**config.mk**
```make
export PLATFORM = sky130hd
export DESIGN_NAME = hazard_controller
export DESIGN_NICKNAME = d
export VERILOG_FILES = /design/src/rtl/hazard_controller.sv
export SDC_FILE = /design/constraint.sdc
export NUM_CORES = 1
export LEC_CHECK = 0
export ABC_CLOCK_PERIOD_IN_PS = 2250
export CORE_ASPECT_RATIO = 0.9
export CORE_MARGIN = 8
export CORE_UTILIZATION = 35
export CTS_CLUSTER_DIAMETER = 30
export DETAILED_ROUTE_END_ITERATION = 6
export GPL_ROUTABILITY_DRIVEN = 0
export GPL_TIMING_DRIVEN = 1
export HOLD_SLACK_MARGIN = 0.12
export PLACE_DENSITY = 0.75
export REMOVE_ABC_BUFFERS = 1
export SKIP_LAST_GASP = 1
export SYNTH_ARGS = -nofsm -noshare
export SYNTH_HDL_FRONTEND = slang
export SYNTH_SLANG_ARGS = --single-unit
export TNS_END_PERCENT = 10
```
**constraint.sdc**
```tcl
create_clock -name CLK -period 2.25 [get_ports CLK]
set_input_delay 0.45 -clock CLK [delete_from_list [all_inputs] [get_ports CLK]]
set_output_delay 0.45 -clock CLK [all_outputs]
set_load 0.01 [all_outputs]
```
**src/rtl/hazard_controller.sv**
```systemverilog
// Pipeline hazard controller: stage enables, bubble flushes, halt drain
// sequencing and saturating stall/redirect statistics.
module hazard_controller (
    input  logic        CLK,
    input  logic        nRST,
    input  logic        ihit,
    input  logic        dhit,
    input  logic        mem_dreq,
    input  logic [4:0]  id_rs,
    input  logic [4:0]  id_rt,
    input  logic        id_uses_rt,
    input  logic        id_halt,
    input  logic        ex_memRead,
    input  logic [4:0]  ex_wsel,
    input  logic        ex_redirect,
    output logic        pc_en,
    output logic        ifid_en,
    output logic        idex_en,
    output logic        exmem_en,
    output logic        memwb_en,
    output logic        ifid_flush,
    output logic        idex_flush,
    output logic        halt_out,
    output logic [15:0] stall_cycles,
    output logic [7:0]  redirect_count
);

    typedef enum logic [1:0] {RUN, DRAIN, HALTED} state_t;

    state_t      state_q, state_d;
    logic [1:0]  drain_q, drain_d;
    logic [15:0] stall_q, stall_d;
    logic [7:0]  redir_q, redir_d;

    logic mstall;
    logic lu;

    assign mstall = mem_dreq & ~dhit;
    assign lu = ex_memRead & (ex_wsel != 5'd0) &
                ((ex_wsel == id_rs) | (id_uses_rt & (ex_wsel == id_rt)));

    always_comb begin
        state_d    = state_q;
        drain_d    = drain_q;
        stall_d    = stall_q;
        redir_d    = redir_q;
        pc_en      = 1'b0;
        ifid_en    = 1'b0;
        idex_en    = 1'b0;
        exmem_en   = 1'b0;
        memwb_en   = 1'b0;
        ifid_flush = 1'b0;
        idex_flush = 1'b0;
        halt_out   = 1'b0;
        if (nRST) begin
            unique case (state_q)
                RUN: begin
                    if (mstall) begin
                        // full freeze; a pending redirect is retried later
                    end else if (ex_redirect) begin
                        pc_en      = 1'b1;
                        ifid_en    = 1'b1;
                        idex_en    = 1'b1;
                        exmem_en   = 1'b1;
                        memwb_en   = 1'b1;
                        ifid_flush = 1'b1;
                        idex_flush = 1'b1;
                        if (redir_q != 8'hFF)
                            redir_d = redir_q + 8'd1;
                    end else if (lu) begin
                        idex_en    = 1'b1;
                        idex_flush = 1'b1;
                        exmem_en   = 1'b1;
                        memwb_en   = 1'b1;
                    end else begin
                        // halt entry and fetch miss share the same shape
                        pc_en      = ~(id_halt | ~ihit);
                        ifid_en    = 1'b1;
                        ifid_flush = id_halt | ~ihit;
                        idex_en    = 1'b1;
                        exmem_en   = 1'b1;
                        memwb_en   = 1'b1;
                        if (id_halt) begin
                            state_d = DRAIN;
                            drain_d = 2'd3;
                        end
                    end
                    if (!pc_en && stall_q != 16'hFFFF)
                        stall_d = stall_q + 16'd1;
                end
                DRAIN: begin
                    if (!mstall) begin
                        ifid_en    = 1'b1;
                        ifid_flush = 1'b1;
                        idex_en    = 1'b1;
                        idex_flush = 1'b1;
                        exmem_en   = 1'b1;
                        memwb_en   = 1'b1;
                        drain_d    = drain_q - 2'd1;
                        if (drain_q == 2'd1)
                            state_d = HALTED;
                    end
                end
                HALTED: begin
                    halt_out = 1'b1;
                end
                default: begin
                    state_d = RUN;
                end
            endcase
        end
    end

    always_ff @(posedge CLK) begin
        if (!nRST) begin
            state_q <= RUN;
            drain_q <= 2'd0;
            stall_q <= 16'd0;
            redir_q <= 8'd0;
        end else begin
            state_q <= state_d;
            drain_q <= drain_d;
            stall_q <= stall_d;
            redir_q <= redir_d;
        end
    end

    assign stall_cycles   = stall_q;
    assign redirect_count = redir_q;

endmodule

```
==> After elaboration in Yosys (flattened, before gate mapping) <==
Index checks and enable logic that the tools add are counted.
{ "classes": {"n_addsub": 3, "n_reduce_logical": 10, "mul": 0, "n_lt_le_gt_ge": 0, "div_mod_pow": 0, "eq_ne": 13, "n_mux": 40, "n_bitwise": 11, "n_shift": 0} }
{ "op_table": {"columns": ["op", "n"], "rows": [
  ["$mux W1", 24],
  ["$mux W2", 11],
  ["$add A16 B1 Y16 const B", 1],
  ["$ne A16 B16 Y1 const B", 1],
  ["$ne A2 B2 Y1 const B", 6],
  ["$eq A5 B5 Y1", 2],
  ["$add A8 B1 Y8 const B", 1],
  ["$ne A8 B8 Y1 const B", 1],
  ["$reduce_and A7 Y1", 1],
  ["$pmux W1 S2", 3],
  ["$pmux W2 S3", 1],
  ["$reduce_and A6 Y1", 1],
  ["$not A1 Y1", 5],
  ["$reduce_bool A5 Y1", 1],
  ["$and A1 B1 Y1", 4],
  ["$eq A2 B1 Y1 const B", 2],
  ["$pmux W2 S2", 1],
  ["$reduce_and A4 Y1", 1],
  ["$eq A2 B2 Y1 const B", 1],
  ["$logic_not A2 Y1", 1],
  ["$or A1 B1 Y1", 2],
  ["$reduce_and A2 Y1", 1],
  ["$reduce_bool A2 Y1", 1],
  ["$reduce_or A2 Y1", 1],
  ["other kinds (3)", 3]
]} }
{ "totals": {"regBits": 28, "mem_bits_ro": 0, "ram_bits": 0, "input_bits": 24, "word_cells": 81, "memories": 0, "latchBits": 0, "output_inout_bits": 32} }

==> Logic depth before layout (Yosys ltp) <==
Gate-level depths: netlist (run 1).
{ "logic_depth": {"word_depth": 12, "mapped_depth": 9, "ltp_nobuf": 7} }

==> Least setup slack after synthesis (run 1) <==
No wires, ideal clock.
{ "synth_timing": {"path_kind": "input-to-output", "start": "input port ex_wsel[1]", "end": "output port pc_en", "path_slack_ns": 0.102, "t_arrival_ns": 1.698, "path_stages": 5, "n_path_buf": 0, "t_required_ns": 1.800, "path_cell_list": "or4_1 > o21ai_1 > or2_2 > nand2_1 > a211oi_1"} }
{ "synth_between": {"elab_chain_cells": 11, "elab_cells_between_ends": 14, "classes_between": "eq/ne: 2; mux: 7; bitwise: 4; reduce/logical: 1"} }
{ "synth_lines": {"columns": ["item", "line_no", "source"], "rows": [
  ["start: declaration", "14", "input logic [4:0] ex_wsel,"],
  ["$eq A5 B5 Y1", "40", "((ex_wsel == id_rs) | (id_uses_rt & (ex_wsel == id_rt)));"],
  ["$and A1 B1 Y1", "40", null],
  ["$or A1 B1 Y1", "40", null],
  ["$and A1 B1 Y1 (*)", "39", "assign lu = ex_memRead & (ex_wsel != 5'd0) &"],
  ["$mux W1 (*)", "70", "end else if (lu) begin"],
  ["$mux W1 (*)", "60", "end else if (ex_redirect) begin"],
  ["$mux W1 (*)", "58", "if (mstall) begin"],
  ["$mux W1 (*)", "56", "unique case (state_q)"],
  ["$mux W1 (*)", "55", "if (nRST) begin"],
  ["$mux W1 (*)", "56", null],
  ["$mux W1 (*)", "55", null],
  ["end: declaration", "16", "output logic pc_en,"]
]} }
Mark *: on every way between the ends. The rest lies on a longest branch, timed or not. The select of a mux whose other input is x is not followed.

==> Worst setup path in the final report (run 1) <==
{ "layout_timing": {"start": "input port ex_memRead", "end": "register stall_q[14], in the netlist stall_cycles[14]"} }
{ "layout_between": {"elab_chain_cells": 10} }
{ "layout_lines": {"columns": ["item", "line_no", "source"], "rows": [
  ["start: declaration", "13", "input logic ex_memRead,"],
  ["$and A1 B1 Y1 (2 in a row)", "39", null],
  ["$mux W1", "70", null],
  ["$mux W1", "60", null],
  ["$mux W1", "58", null],
  ["$mux W1", "56", null],
  ["$mux W1", "55", null],
  ["$logic_not A1 Y1", "88", "if (!pc_en && stall_q != 16'hFFFF)"],
  ["$logic_and A1 B1 Y1", "88", null],
  ["$reduce_and A2 Y1 (no line)", null, null],
  ["end signal: assignment", "123", "stall_q <= stall_d;"],
  ["end: declaration", "32", "logic [15:0] stall_q, stall_d;"]
]} }
No other way between the ends. The select of a mux whose other input is x is not followed.
A chain may end at the register's enable or synchronous reset.

==> results.yml, run 1 <==
outcome:
  status: "finished with violations"
  violations: "setup timing"
yosys:
  synthArstFlopShare: 0
  synth_cells: 193
  ys_ff_latch: 28
  syn_area_um2: 1560
  yosysWarnings: 0
  ys.flop_type: "dfxtp_1"
  yosysSeqAreaShare: 0.360
  yosys.cell_types.count: 36
  syn_area_per_cell_um2: 8.08
  synth_edf_count: 0
setup_path:
  worstSetupPathType: "input pin to flip-flop"
  crit_path_top_delay_cell: "or4b_4"
  start_kind: "input pin"
  crit_arrival_ps: 2570
  cp_data_required_time_ps: 2450
  critPathCaptureType: "flip-flop"
  r2r_slack_ps: 70
  cp_max_fo: 5
  cp_slowest_stage_delay_ps: 560
  cp_cell_sequence: "clkdlybuf4s50_1, o21ai_2, buf_4, or4b_4, o21a_2, or4_1, a21oi_1"
placed_design:
  place_inst: 333
  io_buffer_count: 55
  dp_hpwl_um: 3560
power:
  peakVddDrop_mv: 0.451
  p_per_area_nw_per_um2: 452
  switching_share: 0.273
  p_int_uw: 815
  comb_power_share: 0.250
  switchingPower_uw: 306
  p_clk_frac: 0.284
  p_leak_nw: 0.981
  p_seq_frac: 0.466
clock_tree:
  postCtsHoldBufs: 0
  htreeDepth: 1
  cts-root-buf: "clkbuf_8"
  clkTransAtPathRegs_ps: 100
  clk_latency_ps: 280
  cts_tree: "done"
  cts_sinks: 28
  cts_buffer_depth: 2
  cts_buffers: 3
sta:
  grt_setup_unrepaired: "true"
  fin_skew_ps: 1.14
  hold_viol_final: 0
  worstMarginPinSlew_ps: 446
  fmax_mhz: 423
  relSlewSlack: 0.700
  drv_slew: 0
  setup_slack_ps: -113
  fin_crit_sh: 1.05
  post-route-min-period_ps: 2360
  setup_viol: 16
floorplanning:
  die_w_um: 86.4
  start_util: 0.356
  floorplan.rows: 23
  die_y_um: 79.3
  core_um2: 4370
  ioPinCount: 56
  die_area_um2: 6850
routing:
  drtIter0Drc: 99
  post_drt_wl_per_cell_um: 14.4
  postRouteAntennaNets: 0
  firstDrtPassIters: 4
  via_per_inst: 5.15
  drc: 0
  via_count: 1760
  wl_um: 4920
final_layout:
  final_cell_mix: "clkdlybuf4s50_1 (34), buf_4 (33), dfxtp_1 (28)"
  final_common_cell: "clkdlybuf4s50_1"
  final_cells: 342
  utilization: 0.567
  final_nets: 308
  area_delta_synth_final_pct: 59.0
  fillers: 441
  drive_above_1_share: 0.239
  antenna_cells_inserted: 0
grt:
  track_usage: 0.133
  antenna_found_initial: 0
  grt_max_degree: 25
  grt_first_pass_wirelength_um: 7550
  grt_overflow: 0
  first_global_vias: 1660
run:
  maxCapViolCount: 0
min_path:
  hold_class: "flip-flop to flip-flop"
-- state kept, by name (all words and copies together), names as in the netlist --
signal	flops
drain_q	2
stall_cycles	16
state_q	2
redirect_count	8
-- final cells by class --
cell class | instances | area, um2 | share of cell area
clock buffers | 4 | 55.1 | 0.0222
inverters | 7 | 27.5 | 0.0111
repair buffers | 88 | 759 | 0.306
well taps | 62 | 77.6 | 0.0313
multi-input cells | 153 | 998 | 0.403
flip-flops and latches | 28 | 561 | 0.226
-- cells by family (layout without fill, tap and decap cells) --
kind of cell,after synthesis,count (layout),synth area share
adder cells (fa/ha/maj),3,3,0.0241
AO/OA/AOI/OAI,39,41,0.153
flip-flops,28,28,0.360
XOR/XNOR,18,18,0.101
AND/OR/NAND/NOR,87,87,0.292
buffers and inverters,14,99,0.0441
multiplexers,4,4,0.0257
-- synthesized netlist by cell type (3+ instances only) --
cell type	count	share of area
nand4_1	6	0.024
nor3_1	4	0.013
a21oi_1	18	0.058
and3_1	4	0.016
inv_1	6	0.014
or3_1	8	0.032
xor2_1	16	0.090
nand2_1	14	0.034
clkbuf_1	3	0.0072
mux2i_1	4	0.026
ha_1	3	0.024
or4_1	6	0.029
dfxtp_1	28	0.36
nand3_1	10	0.032
nor2_1	21	0.051
o31ai_1	4	0.019
o21ai_0	9	0.029
nand2b_1	5	0.020
-- power by group through the flow --
stage / Clock (mW) / Combinational, mW / Sequential [mW]
floorplan: 0 / 0.101 / 0.543
global placement: 0 / 0.261 / 0.533
detailed placement: 0 / 0.265 / 0.534
CTS: 0.330 / 0.263 / 0.522
global route: 0.342 / 0.305 / 0.524
finish: 0.318 / 0.281 / 0.522
-- per-stage QoR --
stage	setup WS, ps	hold WS, ps	setup TNS, ps	power [mW]	cell area (um2)
final	-113	479	-1200	1.12	2480
after global routing	-181	527	-2290	1.17	2480
after CTS	-102	485	-1080	1.12	2430
after detailed placement	-812	471	-12700	0.798	2370
after global placement	-771	461	-11430	0.794	2370
after floorplan	71.9	448	0	0.643	1520
-- final timing paths --
path | from | depth (start not counted) | end
max | ex_memRead | 7 | stall_cycles[14]
min | drain_q[1] | 2 | drain_q[1]
max reg2reg | stall_cycles[0] | 7 | stall_cycles[14]
min reg2reg | drain_q[1] | 2 | drain_q[1]
-- routing by layer --
layer | part of all wire | GRT usage
met5 | 0 | 0
met4 | 0.026 | 0.0326
met3 | 0.055 | 0.0330
met2 | 0.48 | 0.237
met1 | 0.44 | 0.156
-- critical path: cells and delay by family --
family / cells / cell delay, ps
AO/OA/AOI/OAI: 3 / 520
buffers and inverters: 2 / 610
AND/OR/NAND/NOR: 2 / 980
-- what timing repair did --
action | 4_1_cts | 5_1_grt
setup endpoints to repair | 24 | 20
resized for setup | 55 | 12
buffers inserted | 0 | 4
cloned | 0 | 2
pin swaps | 11 | 13
(Power assumes the default switching activity.)
==> inputs of run 2 (changes only) <==
CTS_CLUSTER_SIZE = 8   (was not set)
==> results of run 2 <==
Final layout, timing and power as in run 1 (identical DEF).
==> edit (config.mk and constraints of run 2) <==
Re-encode `state_t` (3 states) as one-hot, 3 bits wide.
--- a/src/rtl/hazard_controller.sv
+++ b/src/rtl/hazard_controller.sv
@@ -26,5 +26,5 @@
 );
 
-    typedef enum logic [1:0] {RUN, DRAIN, HALTED} state_t;
+    typedef enum logic [2:0] {RUN = 3'b001, DRAIN = 3'b010, HALTED = 3'b100} state_t;
 
     state_t      state_q, state_d;
Behaviour: no difference found for any inputs over 10 cycles, from zero or initial values and one cycle with nRST low; not proved beyond that.
==> edit against run 2 <==
- the flow still finishes with violations (negative setup slack)
- core utilization down 0.77 points
- die area rose by 7.7%
- cell count is 4.7% higher
- first-iteration DRC count is the same
- worst setup slack lost 0.083 ns
- wire length shrank 5.8%
- sequential cell count rose by 1
- power increased by 12%
- synthesized area is 9.6% higher
- design area increased by 7.7%
- largest power group unchanged
==> edit: results (changes against run 2) <==
largest net degree at the start of global routing 28 (+12%); Layout Cells excl Fill 358 (+4.7%); post-synthesis instance total 208 (+7.8%); status finished, violations left; Yosys cell types 38 (+5.6%); CP peak stage delay 0.56 ns (about the same); dpl cells 347 (+4.2%); Post-Route Skew 0.00536 ns (+0.00422 ns); Critical Path AT 2.00 ns (-0.57 ns); min-delay src stall_cycles[13]; register area share after synthesis 0.340 (-0.0199); Num CTS Buffers 5 (+2); routed length per instance 12.9 µm (-10%); most frequent cells after synthesis dfxtp_1 (29), nand2_1 (19), nor2_1 (17), and2_1 (16), xnor2_1 (16); crit path from mem_dreq; CP top delay family buffers and inverters; Critical R2R Launch stall_cycles[10]; vias in the first global route 1,591 (-4.2%); VDD IR max 0.000376 V (-17%); Leakage 1.08 nW (+10%); failing checks negative setup slack; proportion of layout cells with a drive suffix above 1 0.195 (-0.0447); Hold EP stall_cycles[13]; first-pass GRT wire length 7420 µm (-1.7%); CP max stage cell clkdlybuf4s50_1; register clock-pin slew on the reported worst setup and hold paths 0.07 ns (-0.03 ns); final setup violation count 16 (unchanged); r2r setup slk 0.26 ns (+0.19 ns); post-route setup slack -0.196 ns (-0.0830 ns); Worst R2R End stall_cycles[1]; final net count 319 (+3.6%); Total GRT Usage 0.129 (-0.00428); Post-Place Worst Slack -0.903 ns (-0.0916 ns); actual slew at the worst max-slew pin 0.340 ns (-0.107 ns); H-tree levels 2 (+1); NetSw 0.315 mW (+3.0%); Via density 4.82 (-6.3%)
==> edit: per-layer routing <==
metal | GRT usage | share of wire | wire, µm
met1 | 0.150 | 0.44 | 2030
met2 | 0.228 | 0.50 | 2300
met3 | 0.0307 | 0.056 | 261
met4 | 0.0398 | 0.0086 | 40
met5 | 0 | 0 | 0
==> edit: worst min-delay path, stage by stage, from the launching register on <==
cell     delay (ns)
dfxtp_1        0.34
nand2_1        0.06
mux2i_1        0.05
==> edit: cell families (layout without fill, tap and decap cells) <==
logic type	after synthesis	count (layout)	share of synthesized area
AND/OR/NAND/NOR	105	105	0.329
flip-flops	29	29	0.340
AO/OA/AOI/OAI	28	28	0.124
XOR/XNOR	27	27	0.138
buffers and inverters	14	99	0.0351
adder cells (fa/ha/maj)	3	3	0.0220
multiplexers	2	2	0.0117
==> edit: power groups by stage <==
stage	combinational [mW]	clock [mW]	sequential [mW]
after floorplan	0.0949	0	0.556
after global placement	0.240	0	0.554
after detailed placement	0.244	0	0.555
after CTS	0.240	0.481	0.543
after global routing	0.271	0.502	0.546
final	0.248	0.466	0.543
==> edit: timing repair <==
item | in CTS | in global routing
pin swaps | 17 | 4
resized for setup | 47 | 10
endpoints found under the setup margin | 24 | 24
buffers inserted | 3 | 0
==> edit: layout make-up <==
class	instances	area, µm²
clock inverter	1	5.00
clock buffer	7	96.3
sequential	29	581
fill	431	2110
multi-input combinational	165	1120
timing repair buffer	85	762
tap	65	81.3
inverter	6	22.5
==> edit: per-stage QoR <==
| stage | hold slack (ns) | util | setup TNS (ns) | instance area [µm²] |
|---|---|---|---|---|
| after floorplan | 0.484 | - | -0.0385 | 1670 |
| after global placement | 0.490 | 0.525 | -9.74 | 2510 |
| after detailed placement | 0.494 | 0.525 | -10.66 | 2510 |
| after CTS | 0.503 | 0.551 | -1.44 | 2630 |
| after global routing | 0.523 | 0.559 | -3.66 | 2670 |
| final | 0.501 | 0.559 | -1.57 | 2670 |
==> edit: how the worst max path moves through the flow <==
stage	to	slack [ns]	depth (start not counted)
detailed placement	ifid_flush	-0.90	8
CTS	ifid_flush	-0.20	8
global placement	ifid_flush	-0.88	8
global route	memwb_en	-0.30	6
floorplan	ifid_flush	-0.04	6
finish	exmem_en	-0.20	6
